## src/rtl/mem_port_arbiter.sv

```systemverilog
// mem_port_arbiter
// Shares one single-port memory between the instruction fetch path (IF) and
// the load/store path (DM). One access is in flight at a time. Read data is
// captured after a fixed memory latency and returned with a one-cycle valid
// pulse. Stores complete one cycle after their grant.
module mem_port_arbiter #(
    parameter int ADDR_W      = 32,
    parameter int DATA_W      = 32,
    parameter int MEM_LATENCY = 2
) (
    input  logic              Clk,
    input  logic              Reset,
    // fetch port (read only)
    input  logic              if_req,
    input  logic [ADDR_W-1:0] if_addr,
    output logic              if_gnt,
    output logic              if_valid,
    output logic [DATA_W-1:0] if_rdata,
    // load/store port
    input  logic              dm_req,
    input  logic              dm_wr,
    input  logic [ADDR_W-1:0] dm_addr,
    input  logic [DATA_W-1:0] dm_wdata,
    output logic              dm_gnt,
    output logic              dm_valid,
    output logic [DATA_W-1:0] dm_rdata,
    // memory side
    output logic [ADDR_W-1:0] mem_addr,
    output logic [DATA_W-1:0] mem_wdata,
    output logic              mem_wr,
    input  logic [DATA_W-1:0] mem_rdata,
    output logic              busy
);

    // Counter must hold MEM_LATENCY-1; sized so MEM_LATENCY=1 still gets one bit.
    localparam int CNT_W = $clog2(MEM_LATENCY + 1);
    localparam logic [CNT_W-1:0] CNT_INIT = CNT_W'(MEM_LATENCY - 1);
    localparam logic [CNT_W-1:0] CNT_ONE  = CNT_W'(1);

    typedef enum logic [1:0] {
        S_IDLE    = 2'd0,
        S_RD_WAIT = 2'd1,
        S_WRITE   = 2'd2
    } state_t;

    state_t            state_q;
    logic [CNT_W-1:0]  cnt_q;
    logic              last_gnt_dm_q;   // 1: most recent grant went to DM
    logic              owner_dm_q;      // requester that owns the read in flight
    logic              if_gnt_q;
    logic              dm_gnt_q;
    logic              if_valid_q;
    logic              dm_valid_q;
    logic [DATA_W-1:0] if_rdata_q;
    logic [DATA_W-1:0] dm_rdata_q;
    logic [ADDR_W-1:0] mem_addr_q;
    logic [DATA_W-1:0] mem_wdata_q;
    logic              mem_wr_q;

    logic              any_req_d;
    logic              grant_dm_d;

    // Winner selection: a lone requester wins; on a tie the side not granted
    // last time wins, so neither side ever waits for more than one foreign access.
    always_comb begin
        any_req_d  = if_req | dm_req;
        grant_dm_d = dm_req & (~if_req | ~last_gnt_dm_q);
    end

    // Access FSM; every output is a register driven from here.
    always_ff @(posedge Clk or negedge Reset) begin
        if (!Reset) begin
            state_q       <= S_IDLE;
            cnt_q         <= '0;
            last_gnt_dm_q <= 1'b1;          // first tie after reset goes to IF
            owner_dm_q    <= 1'b0;
            if_gnt_q      <= 1'b0;
            dm_gnt_q      <= 1'b0;
            if_valid_q    <= 1'b0;
            dm_valid_q    <= 1'b0;
            if_rdata_q    <= '0;
            dm_rdata_q    <= '0;
            mem_addr_q    <= '0;
            mem_wdata_q   <= '0;
            mem_wr_q      <= 1'b0;
        end else begin
            // grant and valid are single-cycle pulses
            if_gnt_q   <= 1'b0;
            dm_gnt_q   <= 1'b0;
            if_valid_q <= 1'b0;
            dm_valid_q <= 1'b0;

            case (state_q)
                S_IDLE: begin
                    if (any_req_d) begin
                        last_gnt_dm_q <= grant_dm_d;
                        owner_dm_q    <= grant_dm_d;
                        if (grant_dm_d) begin
                            dm_gnt_q   <= 1'b1;
                            mem_addr_q <= dm_addr;
                            if (dm_wr) begin
                                mem_wdata_q <= dm_wdata;
                                mem_wr_q    <= 1'b1;
                                state_q     <= S_WRITE;
                            end else begin
                                cnt_q   <= CNT_INIT;
                                state_q <= S_RD_WAIT;
                            end
                        end else begin
                            if_gnt_q   <= 1'b1;
                            mem_addr_q <= if_addr;
                            cnt_q      <= CNT_INIT;
                            state_q    <= S_RD_WAIT;
                        end
                    end
                end

                S_RD_WAIT: begin
                    // counter reaches zero exactly MEM_LATENCY edges after launch
                    if (cnt_q == '0) begin
                        if (owner_dm_q) begin
                            dm_rdata_q <= mem_rdata;
                            dm_valid_q <= 1'b1;
                        end else begin
                            if_rdata_q <= mem_rdata;
                            if_valid_q <= 1'b1;
                        end
                        state_q <= S_IDLE;
                    end else begin
                        cnt_q <= cnt_q - CNT_ONE;
                    end
                end

                S_WRITE: begin
                    // the write strobe has been high for exactly one cycle
                    mem_wr_q   <= 1'b0;
                    dm_valid_q <= 1'b1;
                    state_q    <= S_IDLE;
                end

                default: begin
                    mem_wr_q <= 1'b0;
                    state_q  <= S_IDLE;
                end
            endcase
        end
    end

    assign if_gnt    = if_gnt_q;
    assign dm_gnt    = dm_gnt_q;
    assign if_valid  = if_valid_q;
    assign dm_valid  = dm_valid_q;
    assign if_rdata  = if_rdata_q;
    assign dm_rdata  = dm_rdata_q;
    assign mem_addr  = mem_addr_q;
    assign mem_wdata = mem_wdata_q;
    assign mem_wr    = mem_wr_q;
    assign busy      = (state_q != S_IDLE);

endmodule

```

## config.mk

```make
export PLATFORM = sky130hd
export DESIGN_NAME = mem_port_arbiter
export DESIGN_NICKNAME = d
export VERILOG_FILES = /design/src/rtl/mem_port_arbiter.sv
export SDC_FILE = /design/constraint.sdc
export NUM_CORES = 1
export LEC_CHECK = 0
export CAP_MARGIN = 30
export CORE_MARGIN = 8
export CORE_UTILIZATION = 38
export CTS_BUF_LIST = sky130_fd_sc_hd__clkbuf_8
export DETAILED_ROUTE_END_ITERATION = 6
export GPL_TIMING_DRIVEN = 1
export PLACE_DENSITY_LB_ADDON = 0.2
export SKIP_LAST_GASP = 1
export SLEW_MARGIN = 20
export SYNTH_ARGS = -nofsm -noshare
export SYNTH_HDL_FRONTEND = slang
export SYNTH_SLANG_ARGS = --single-unit
```

## constraint.sdc

```tcl
create_clock -name Clk -period 1.51 [get_ports Clk]
set_input_delay 0.151 -clock Clk [delete_from_list [all_inputs] [get_ports Clk]]
set_output_delay 0.151 -clock Clk [all_outputs]
set_load 0.01 [all_outputs]
```

==> metrics, run 1 <==
combinational fraction of design power=45.7%; footprint of the multi-input gates=1710 um^2; DRT Wirelength=17.2 mm; synth top area cells=dfrtp_1, mux2_2, nand2_1; Routed Antenna Nets=0; mean area per synthesized cell=12.6 um^2; GRT Residual Overflow=0; Worst-Skew Late Latency=440 ps; CTS root buf=clkbuf_8; die area=18300 um^2; Core Box Area=13900 um^2; fillers=1102; diode count=0; most used cell, CP=buf_4; non-filler cells, final=917; worst hold slack=169 ps; Post-Synth XOR/XNOR Area=0%; Num CTS Buffers=17; Seq pwr share=36.4%; R2R Setup Slk=-30 ps; Final nets=861; main combinational cell family by area after synthesis=multiplexers; Critical Path AT=1850 ps; overall power=17.9 mW; Crit. End Element=flip-flop; Starting DRT DRC Count=310; design area=9020 um^2; Initial Util=38.9%; DRT Pass-1 Iters=7; startpoint types=flip-flop; RR Endpoint=cnt_q[0]; Synth cell types=27; CTS tree=yes; Slew Limit Fails=0; Die Wd=135 um; class of the worst hold path=input pin to async pin; clock sink count=139; maxcap violations=0; Power Density=1980 nW/um^2; Crit Path Max Fanout=4; mapped cell area=5400 um^2; commonest non-fill, non-tap cell in the layout=dfrtp_1; PortBufs=266; delay of the slowest critical-path stage=390 ps; most frequent cells in the layout=dfrtp_1, clkdlybuf4s50_1, dlygate4sd2_1, nand2_1, mux2_2; critical path start-end classification=flip-flop to flip-flop; first-pass GRT wire length=26.4 mm; largest area contributor in the netlist=dfrtp_1; initial antenna violation count=0; utilization after layout=65.0%; Worst Path Required=1820 ps; buffer and inverter count on the worst path=2; kind of cell adding the most delay to the critical path=flip-flops; compound-cell area share of the yosys netlist=7.34%; num rows=43; adder-cell share of the synthesized area=0.927%; failing checks=DRC, setup timing; Worst-path clk slew=80 ps; P_int=11.7 mW; vias in the first global route=4862; clock power share=18.0%; Final Hold Vio Count=0; CTS H-tree lvls=4; Vias/cell=4.86; syn_nets=565; # IOs=267; Post-Place Cells=871; unrepaired setup endpoints after global routing=true; crit share post-route=102%; CTS Buffer Depth=2; Crit-path slowest cell=dfrtp_1; #FFs+latches synth=139; Placement Setup Slack=-142 ps; die height=135 um; setup_tns=-183 ps; register area=3480 um^2; Switch Pwr=6.15 mW; min Tclk post-route=1540 ps; R2R depth=5; status=complete, but fails checks; worst slew pin tran=344 ps; gp weighted congestion=0.723; share of cells above drive strength 1=20.1%; Worst slew margin=77.1%; PnR worst setup slack=-28.7 ps; simple-gate share of the synthesized area=8.13%; r2r startpoint=state_q[0]; mux cell area share after synthesis=13.7%; placed standard-cell area=8440 um^2; worst clock skew=16.2 ps; share of the synthesized area in the top cell type=63.9%; timing-limited maximum frequency=650 MHz; Seq/Total Area, Yosys=64.4%; critical path cell sequence=buf_4, ha_2, buf_4, o2111ai_2, mux2_2; Leakage Power=4.59 nW; WL per Instance=18.7 um; endpoints failing setup=23; largest net degree at the start of global routing=44; YS warnings=0; Worst VDD drop=1170 uV; total number of vias=4453; GRT Resource Usage Total=18.4%; Mapped Cells=428; dpl hpwl=12.3 mm; Area growth, synth to finish=67.1%; Sw Share=34.4%; drt drc=10
## cells in the mapped netlist, drive strengths merged
cell type / count
dfrtp: 138
nand2: 101
mux2: 65
inv: 40
a222oi: 32
buf: 19
clkbuf: 6
ha: 4
nand3: 4
o21ai: 3
a21boi: 2
a21o: 2
a21oi: 2
nor2: 2
and2: 1
dfstp: 1
mux2i: 1
nand2b: 1
nor2b: 1
o2111ai: 1
o22a: 1
or2: 1
## flip-flops by register name, indices dropped and copies added (netlist names)
signal,count
cnt_q,2
dm_gnt,1
dm_rdata,32
dm_valid,1
if_gnt,1
if_rdata,32
if_valid,1
last_gnt_dm_q,1
mem_addr,32
mem_wdata,32
mem_wr,1
owner_dm_q,1
state_q,2
## routing by layer
| metal | wire length [um] | global-route usage [%] |
|---|---|---|
| met2 | 8820 | 31.0 |
| met1 | 6210 | 19.5 |
| met4 | 290 | 6.35 |
| met3 | 1860 | 9.38 |
| met5 | 0 | 0 |
## logic make-up (layout without fill, tap and decap cells)
| group | Yosys count | in the layout |
|---|---|---|
| AND/OR/NAND/NOR | 111 | 113 |
| multiplexers | 66 | 66 |
| buffers and inverters | 65 | 372 |
| flip-flops | 139 | 139 |
| adder cells (fa/ha/maj) | 4 | 4 |
| AO/OA/AOI/OAI | 43 | 43 |
## power by group through the flow
stage	Combinational, mW	Sequential, mW	Clock, mW
after floorplan	2.86	7.38	0
after detailed placement	8.85	6.63	0
after global routing	8.88	6.72	3.46
final	8.16	6.50	3.21
after CTS	8.10	6.52	3.28
after global placement	8.69	6.54	0
## layout make-up
cell class | count | share of cell area, %
multi-input combinational | 226 | 19.0
inverter | 40 | 1.66
clock inverter | 11 | 1.58
tap | 180 | 2.50
timing repair buffer | 300 | 33.5
sequential | 139 | 38.6
clock buffer | 21 | 3.20
## how the worst max path moves through the flow
stage	from	endpoint	slack [ps]	cells after the start
after floorplan	state_q[1]	dm_rdata[11]	-40	6
after CTS	state_q[0]	mem_addr[13]	-50	8
final	state_q[0]	cnt_q[0]	-30	5
after global routing	state_q[1]	if_rdata[30]	-120	8
after global placement	dm_req	mem_addr[0]	-100	5
after detailed placement	dm_req	mem_addr[13]	-140	5
## worst register-to-register path: cells and delay by family (launching register included)
kind | cells | cell delay, ps
fa+ha+maj | 1 | 200
compound gates | 1 | 180
flops | 1 | 390
mux | 1 | 350
buf+inv | 2 | 290
## what timing repair did
action                                  4_1_cts  5_1_grt
resized for setup                           125       27
hold buffers                                  1        0
pin swaps                                     7        5
buffers inserted                              3        4
cloned                                        3        3
endpoints found under the hold margin       139        0
endpoints found under the setup margin      212      119
No activity file was read; power rests on OpenSTA's default activity.
==> run 2, diff against run 1 <==
--- a/config.mk
+++ b/config.mk
@@ -5,9 +5,10 @@
 export SDC_FILE = /design/constraint.sdc
 export NUM_CORES = 1
 export LEC_CHECK = 0
+export ABC_AREA = 1
 export CAP_MARGIN = 30
 export CORE_MARGIN = 8
-export CORE_UTILIZATION = 38
+export CORE_UTILIZATION = 42
 export CTS_BUF_LIST = sky130_fd_sc_hd__clkbuf_8
 export DETAILED_ROUTE_END_ITERATION = 6
 export GPL_TIMING_DRIVEN = 1
==> constraint.sdc (replaced) <==
create_clock -name Clk -period 1.7 [get_ports Clk]
set_input_delay 0.17 -clock Clk [delete_from_list [all_inputs] [get_ports Clk]]
set_output_delay 0.17 -clock Clk [all_outputs]
set_load 0.01 [all_outputs]
==> run 2 against run 1 <==
  * The run now ends clean
  * Count of clock-buffer cells in the layout down 1
  * Synthesized cell count increased by 42%
  * Clock power down 28%
  * Utilization grew 4.0 points
  * Critical path type is now flip-flop to output pin
  * Clock skew is 7.8 ps lower
  * Flip-flop and latch count did not move
  * Highest routed layer unchanged
  * Via count rose by 13%
  * Total power shrank 12%
  * Design area fell by 3.1%
  * Sequential power shrank 11%
==> metrics, run 2 <==
syn_nets=745 (+32%); Worst Path Required=1530 ps (-290 ps); top cells by count, synth=nand2_1, dfrtp_1, o21ai_0, inv_1, nand3_1; gp weighted congestion=0.863 (+19%); PnR worst setup slack=91.4 ps (+120 ps); commonest non-fill, non-tap cell in the layout=nand2_1; min Tclk post-route=1610 ps; CTS tree=yes; timing-limited maximum frequency=622 MHz; setup_tns=0 ps (+183 ps); Area growth, synth to finish=59.5%; Worst-path clk slew=70 ps (about the same); mapped cell area=5480 um^2 (+1.5%); Die Wd=130 um (-3.7%); vias in the first global route=5097 (+4.8%); endpoints failing setup=0 (-100%); diode count=0 (unchanged); Final Hold Vio Count=0 (unchanged); synth top area cells=dfrtp_1, nand2_1, o21ai_0; Worst slew margin=70.3% (-6.7 points); Initial Util=43.3% (+4.4 points); critical path cell sequence=inv_2, ha_4, inv_2, dlygate4sd2_1; DRT Wirelength=17.7 mm (+3.2%); ys flop type=dfrtp_1; CTS Buffer Depth=2 (unchanged); Slew Limit Fails=0 (unchanged); Final nets=1014 (+18%); GRT met3 Usage=8.24% (-1.1 points); Starting DRT DRC Count=332 (+7.1%); #FFs+latches synth=139 (unchanged); die height=130 um (-3.7%); initial antenna violation count=0 (unchanged); unrepaired setup endpoints after global routing=false; clock sink count=139 (unchanged); Crit. End Element=output pin; Worst VDD drop=892 uV (-24%); Vias/cell=4.76 (-1.9%); Leakage Power=4.19 nW (-8.6%); fillers=1002 (-9.1%); CTS H-tree lvls=4 (unchanged); maxcap violations=0 (unchanged); class of the worst hold path=input pin to async pin; Worst-Skew Late Latency=450 ps (about the same); Routed Antenna Nets=0 (unchanged); Synth cell types=20 (-26%); Placement Setup Slack=75.2 ps (+218 ps); Power Density=1790 nW/um^2 (-9.5%); YS warnings=0 (unchanged); share of cells above drive strength 1=5.96% (-14 points); share of the synthesized area in the top cell type=63.0% (-0.96 points); Crit Path Max Fanout=3 (-1); utilization after layout=69.0% (+4.0 points); # IOs=267 (unchanged); GRT Residual Overflow=0 (unchanged); met2 Resource Use GR=34.4% (+3.4 points); Post-synth EDFFs=0 (unchanged); most numerous cell in the Yosys netlist=nand2_1; GR peak layer=met2; met1 Track Usage GR=23.1% (+3.6 points); status=complete, no violations; ys async rst share=100% (unchanged); total number of vias=5053 (+13%); mean area per synthesized cell=9.02 um^2 (-29%); worst slew pin tran=445 ps (+101 ps); die area=17000 um^2 (-7.2%); non-filler cells, final=1061 (+16%); placed standard-cell area=8380 um^2 (-0.65%); most frequent cells in the layout=nand2_1, clkdlybuf4s50_1, dfrtp_1, o21ai_0, inv_1; delay of the slowest critical-path stage=390 ps (about the same); CTS root buf=clkbuf_8; crit share post-route=94.6%; PortBufs=266 (unchanged); Core Box Area=12700 um^2 (-8.7%); num rows=41 (-4.7%); most used cell, CP=inv_2; startpoint types=flip-flop; Critical Path AT=1440 ps (-410 ps); Mapped Cells=608 (+42%); first-pass GRT wire length=27.1 mm (+2.6%); largest net degree at the start of global routing=66 (+50%); GRT Resource Usage Total=20.9% (+2.5 points); Post-Place Cells=1028 (+18%); Num CTS Buffers=17 (unchanged); WL per Instance=16.7 um (-11%); worst clock skew=8.36 ps (-7.80 ps); dpl hpwl=13.3 mm (+8.3%); design area=8740 um^2 (-3.1%); Crit-path slowest cell=dfrtp_1; drt drc=0 (-10); critical path start-end classification=flip-flop to output pin; DRT Pass-1 Iters=4 (-3); largest area contributor in the netlist=dfrtp_1; Seq/Total Area, Yosys=63.5% (-0.97 points)
## run 2: cell count changes after synthesis, sizes merged, moves of 6 or more
cell,before,now
o21ai,3,67
nand2,101,277
nand3,4,36
a222oi,32,0
mux2,65,0
clkbuf,6,12
## run 2: cells by family (layout without fill, tap and decap cells)
kind of cell	Yosys count	after routing	synth area share [%]
AOI/OAI and AO/OA	69	69	6.34
buffers and inverters	75	356	6.09
and+or+nand+nor	321	321	23.2
adders and majority gates	4	4	0.913
DFF	139	139	63.5
## run 2: where the power goes
part / switching [mW] / internal [mW] / leakage, nW
combinational: 3.59 / 3.99 / 2.31
clock: 1.21 / 1.08 / 0.184
sequential: 0.867 / 4.94 / 1.71
## run 2: worst max-delay path, delay by kind of cell, from the launching register on
kind / cells / cell delay, ps
DFF: 1 / 390
buffers and inverters: 3 / 430
adders and majority gates: 1 / 170
## run 2: cell type report
cell class / count / area, um^2 / share of cell area [%]
clock inverter: 11 / 56.3 / 0.644
inverter: 45 / 169 / 1.93
sequential: 139 / 3480 / 39.8
tap: 172 / 215 / 2.46
clock buffer: 20 / 275 / 3.15
multi-input combinational: 394 / 1690 / 19.3
timing repair buffer: 280 / 2860 / 32.7
## run 2: path summary, 6_finish.rpt
path / endpoint / depth (start not counted) / slack [ps] / from
hold / removal: dm_rdata[6] / 2 / 220 / Reset
min in group Clk: mem_wdata[0] / 3 / 250 / dm_wdata[0]
setup reg to reg: if_rdata[28] / 6 / 170 / state_q[0]
setup / recovery: busy / 4 / 90 / state_q[1]
max in group asynchronous: mem_addr[8] / 3 / 820 / Reset
hold reg to reg: last_gnt_dm_q / 2 / 470 / last_gnt_dm_q
## run 2: what timing repair did
action,4_1_cts,5_1_grt
endpoints found under the setup margin,1,1
resized for setup,4,1
hold buffers,1,0
buffers inserted,0,1
endpoints found under the hold margin,42,0
## run 2: stage by stage
stage / total power [mW] / hold slack (ps)
floorplan: 8.91 / -126
global placement: 13.2 / 120
detailed placement: 13.5 / 133
CTS: 15.9 / 218
global route: 16.8 / 233
finish: 15.7 / 223
## run 2: routing by layer
metal	routed length, um	vias up
met5	0	-
met4	588	0
met3	2060	39
met2	8780	214
met1	6300	2375
li1	-	2425
